[src/rtl/uart_pkg.sv]
// Shared UART definitions: frame FSM states, default framing constants.
// Used by both the transmitter and the receiver path.
package uart_pkg;

  typedef enum logic [2:0] {
    IDLE,
    START,
    DATA,
    PARITY,
    STOP
  } tx_state_t;

  localparam int DEF_NUM_DATA_BITS = 8;
  localparam int DEF_CLKS_PER_BIT  = 10;

  localparam logic IDLE_LEVEL = 1'b1;

  // Counter width able to hold 0..n-1, never narrower than one bit.
  function automatic int cnt_width(input int n);
    return (n <= 2) ? 1 : $clog2(n);
  endfunction

endpackage

[src/rtl/flex_pts_sr.sv]
// Parallel-in, serial-out shift register, LSB first.
// Vacated bits fill with the idle line level.
module flex_pts_sr
  import uart_pkg::*;
#(
  parameter int NUM_BITS = DEF_NUM_DATA_BITS
) (
  input  logic                clk,
  input  logic                rst,
  input  logic                load,
  input  logic                shift_enable,
  input  logic [NUM_BITS-1:0] parallel_in,
  output logic                serial_out
);

  logic [NUM_BITS-1:0] q;

  always_ff @(posedge clk or posedge rst) begin
    if (rst) begin
      q <= '1;
    end else if (load) begin
      q <= parallel_in;
    end else if (shift_enable) begin
      q <= {IDLE_LEVEL, q[NUM_BITS-1:1]};
    end
  end

  assign serial_out = q[0];

endmodule

[src/rtl/uart_tx.sv]
// UART transmitter: start bit, LSB-first data, optional parity, stop bit.
// Line output is registered; tx_done pulses on the first idle cycle.
module uart_tx
  import uart_pkg::*;
#(
  parameter int NUM_DATA_BITS = DEF_NUM_DATA_BITS,
  parameter int CLKS_PER_BIT  = DEF_CLKS_PER_BIT,
  parameter int PARITY_EN     = 0,
  parameter int PARITY_ODD    = 0
) (
  input  logic                     clk,
  input  logic                     rst,
  input  logic                     tx_valid,
  input  logic [NUM_DATA_BITS-1:0] tx_data,
  output logic                     tx_ready,
  output logic                     tx_out,
  output logic                     tx_done
);

  localparam int CW = cnt_width(CLKS_PER_BIT);
  localparam int IW = cnt_width(NUM_DATA_BITS);

  localparam logic [CW-1:0] CNT_LAST = CW'(CLKS_PER_BIT - 1);
  localparam logic [IW-1:0] IDX_LAST = IW'(NUM_DATA_BITS - 1);

  localparam logic HAS_PARITY = (PARITY_EN != 0);
  localparam logic ODD_PARITY = (PARITY_ODD != 0);

  tx_state_t state;
  tx_state_t state_next;

  logic [CW-1:0] cnt;
  logic [CW-1:0] cnt_next;
  logic [IW-1:0] idx;
  logic [IW-1:0] idx_next;

  logic parity;
  logic parity_next;
  logic line_next;
  logic done_next;

  logic load;
  logic shift;
  logic sr_out;
  logic accept;
  logic bit_end;

  assign tx_ready = (state == IDLE);
  assign accept   = tx_valid & tx_ready;
  assign bit_end  = (cnt == CNT_LAST);

  flex_pts_sr #(
    .NUM_BITS(NUM_DATA_BITS)
  ) u_sr (
    .clk         (clk),
    .rst         (rst),
    .load        (load),
    .shift_enable(shift),
    .parallel_in (tx_data),
    .serial_out  (sr_out)
  );

  always_comb begin
    state_next  = state;
    cnt_next    = bit_end ? '0 : cnt + 1'b1;
    idx_next    = idx;
    parity_next = parity;
    line_next   = tx_out;
    done_next   = 1'b0;
    load        = 1'b0;
    shift       = 1'b0;
    unique case (state)
      IDLE: begin
        cnt_next  = '0;
        line_next = IDLE_LEVEL;
        if (accept) begin
          state_next  = START;
          line_next   = 1'b0;
          load        = 1'b1;
          parity_next = (^tx_data) ^ ODD_PARITY;
        end
      end
      START: begin
        // Shift here so bit 0 of the register always holds the next data bit.
        if (bit_end) begin
          state_next = DATA;
          idx_next   = '0;
          line_next  = sr_out;
          shift      = 1'b1;
        end
      end
      DATA: begin
        if (bit_end) begin
          if (idx == IDX_LAST) begin
            if (HAS_PARITY) begin
              state_next = PARITY;
              line_next  = parity;
            end else begin
              state_next = STOP;
              line_next  = IDLE_LEVEL;
            end
          end else begin
            idx_next  = idx + 1'b1;
            line_next = sr_out;
            shift     = 1'b1;
          end
        end
      end
      PARITY: begin
        if (bit_end) begin
          state_next = STOP;
          line_next  = IDLE_LEVEL;
        end
      end
      STOP: begin
        if (bit_end) begin
          state_next = IDLE;
          line_next  = IDLE_LEVEL;
          done_next  = 1'b1;
        end
      end
      default: begin
        state_next = IDLE;
        cnt_next   = '0;
        line_next  = IDLE_LEVEL;
      end
    endcase
  end

  always_ff @(posedge clk or posedge rst) begin
    if (rst) begin
      state   <= IDLE;
      cnt     <= '0;
      idx     <= '0;
      parity  <= 1'b0;
      tx_out  <= IDLE_LEVEL;
      tx_done <= 1'b0;
    end else begin
      state   <= state_next;
      cnt     <= cnt_next;
      idx     <= idx_next;
      parity  <= parity_next;
      tx_out  <= line_next;
      tx_done <= done_next;
    end
  end

endmodule

[config.mk]
export PLATFORM = sky130hd
export DESIGN_NAME = uart_tx
export DESIGN_NICKNAME = d
export VERILOG_FILES = /design/src/rtl/uart_pkg.sv /design/src/rtl/flex_pts_sr.sv /design/src/rtl/uart_tx.sv
export SDC_FILE = /design/constraint.sdc
export NUM_CORES = 1
export LEC_CHECK = 0
export BUFFER_PORTS_ARGS = -buffer_cell sky130_fd_sc_hd__buf_2
export CORE_ASPECT_RATIO = 2
export CORE_MARGIN = 3
export CORE_UTILIZATION = 35
export CTS_BUF_LIST = sky130_fd_sc_hd__clkbuf_2
export CTS_CLUSTER_DIAMETER = 100
export CTS_CLUSTER_SIZE = 12
export DETAILED_ROUTE_END_ITERATION = 7
export PLACE_DENSITY = 0.52
export REMOVE_ABC_BUFFERS = 1
export SYNTH_ARGS = -nofsm -noshare
export SYNTH_HDL_FRONTEND = slang
export SYNTH_SLANG_ARGS = --single-unit
[constraint.sdc]
create_clock -name clk -period 2.95 [get_ports clk]
set_input_delay 0.1475 -clock clk [delete_from_list [all_inputs] [get_ports clk]]
set_output_delay 0.1475 -clock clk [all_outputs]
set_load 0.02 [all_outputs]
==> flow_metrics.tcl <==
set metrics [dict create \
    status "finished, final reports clean" \
    power_density_nw_per_um2 867 \
    worstPathRequired_ns 3.21 \
    end_kind "flip-flop" \
    numClockSinks 20 \
    place_inst 148 \
    fmax_mhz 550 \
    power_mw 0.985 \
    ys_top_cells_by_area "dfrtp_1, dfstp_2, nand2_1, nor2_1, ha_1" \
    wl_met3_um 52 \
    wl_met2_um 1160 \
    worstSkewPairLatency_ns 0.33 \
    root_buffer "clkbuf_2" \
    tns_ns 0 \
    drtIter0Drc 7 \
    grt_pass1_wl_um 3640 \
    coreArea_um2 2800 \
    post_cts.repair.setup_buffers 0 \
    post-route-period-util 0.617 \
    synthesis.area_um2 1040 \
    dieArea_um2 3690 \
    startpoint_type "flip-flop" \
    yosysSeqAreaShare 0.494 \
    dpl.hpwl_um 1560 \
    crit_fanout 10 \
    drv_cap 0 \
    gp_congestion 0.684 \
    cts_buffers 3 \
    synthToLayoutAreaGrowth_pct 9.66 \
    setup_violations 0 \
    start_util 0.369 \
    pin_count 14 \
    drive_above_1_share 0.266 \
    syn-instance-count 110 \
    p_leak_nw 0.527 \
    cts_tree "built" \
    synth-edff-count 0 \
    ys_warn_count 0 \
    yosysTopAreaCell "dfrtp_1" \
    drtPass1Iterations 4 \
    drt_wl_total_um 2040 \
    synth_commonest_cells "nand2_1, nor2_1, dfrtp_1" \
    antenna_found_initial 0 \
    fin_ws_ns 1.13 \
    route.top_layer_used "met4" \
    detail_route.wl_per_cell_um 13.3 \
    ir_drop_v 0.000420 \
    synthDominantCellAreaShare 0.266 \
    worst_slew_pin_slew_ns 0.757 \
    hold_viol_final 0 \
    fp.dieW_um 44.5 \
    io_buffers 13 \
    met1Wirelength_um 780 \
    diodes 0 \
    ys_ff_latch 20 \
    post-route-min-period_ns 1.82 \
    async_flop_share 1.00 \
    cts_buffer_depth 2 \
    rows 27 \
    rsz0062_at_grt "no" \
    worst_hold_path_type "in -> reg" \
    yosysMostFrequentCell "nand2_1" \
    avgSynthCellArea_um2 9.42 \
    slew_violations 0 \
    final_core_util 0.405 \
    drt-vias-per-instance 5.36 \
    cp_data_arrival_time_ns 2.08 \
    layout.cells.non_filler 153 \
    vias 820 \
    ant_nets 0 \
    worstSetupPathType "reg -> reg" \
    drcViolationCount 0 \
    grt_pass1_vias 831 \
    cts-htree-levels 1 \
    grt_max_degree 21 \
    dp_slack_ns 1.15 \
    grt.total_usage 0.129 \
    max_slew_margin 0.495 \
    synthFlopType "dfrtp_1" \
    dieHeight_um 82.9 \
    skew_ns 0.0126 \
    clk_pin_slew_ns 0.20 \
    fillers 301 \
    grt_overflow 0 \
    nNetsFinal 140 \
    synth_cell_types 33 \
]
==> registers in the layout, summed over array words and instances (netlist names) <==
signal	cells
u_sr.q	8
cnt	4
idx	3
state	3
tx_done	1
tx_out	1
==> routing by layer <==
layer  track usage  up-vias
li1              -      404
met1         0.139      398
met2         0.229       13
met3        0.0130        5
met4        0.0659        0
met5             0        -
==> per-stage QoR <==
step / hold WS [ns] / instance area, µm²
after floorplan: 0.105 / 1000
after global placement: 0.322 / 1110
after detailed placement: 0.339 / 1110
after CTS: 0.0143 / 1140
after global routing: 0.0201 / 1140
final: 0.0159 / 1140
==> layout by cell type (no fill, tap or decap), types with 2 or more instances in the layout <==
master,netlist,final
a21oi_1,3,3
a22oi_1,2,2
a31oi_1,7,7
buf_2,1,13
clkbuf_2,0,4
dfrtp_1,11,11
dfstp_2,9,9
ha_1,4,4
inv_1,4,4
nand2_1,20,20
nand3_1,4,4
nor2_1,19,19
nor3_1,2,2
o21ai_0,2,2
xnor2_1,2,2
==> repair_timing <==
item / CTS / global route
resized for setup: 0 / 0
hold endpoints to repair: 11 / 0
hold buffers: 1 / 0
==> path summary, 6_finish.rpt <==
check                                start         to  slack, ns  depth (start not counted)
max in group asynchronous              rst   state[1]       2.02                          3
worst max-delay path                idx[0]  u_sr.q[1]       1.13                          6
worst min register to register   u_sr.q[3]  u_sr.q[3]       0.50                          2
worst min-delay path            tx_data[4]  u_sr.q[4]       0.02                          3
min in group asynchronous              rst     idx[2]       0.46                          3
worst max register to register      idx[0]  u_sr.q[1]       1.13                          6
==> power breakdown <==
part | switching, mW | leakage [nW] | total [mW] | internal, mW
Clock | 0.0879 | 0.0166 | 0.124 | 0.0359
Sequential | 0.103 | 0.235 | 0.522 | 0.420
Combinational | 0.182 | 0.275 | 0.339 | 0.156
Total | 0.373 | 0.527 | 0.985 | 0.612
==> kinds of logic after synthesis <==
family	synth area share
AO/OA/AOI/OAI	0.144
XOR/XNOR	0.0254
adder cells (fa/ha/maj)	0.0483
buffers and inverters	0.0447
flip-flops	0.494
AND/OR/NAND/NOR	0.244
==> worst max-delay path: stages, from the launching register on <==
cell	delay, ns
dfrtp_1	0.45
ha_1	0.21
ha_1	0.26
nor3b_4	0.22
o21a_1	0.35
nand2_1	0.10
a31oi_1	0.18
==> layout make-up <==
class                   count  area, µm²  share of cell area
inverters                   4       15.0              0.0132
well taps                  29       36.3              0.0319
flip-flops and latches     20        512               0.450
clock buffers               4       20.0              0.0176
multi-input cells          82        478               0.421
repair buffers             14       75.1              0.0661
Power figures use the tool's default switching activity.
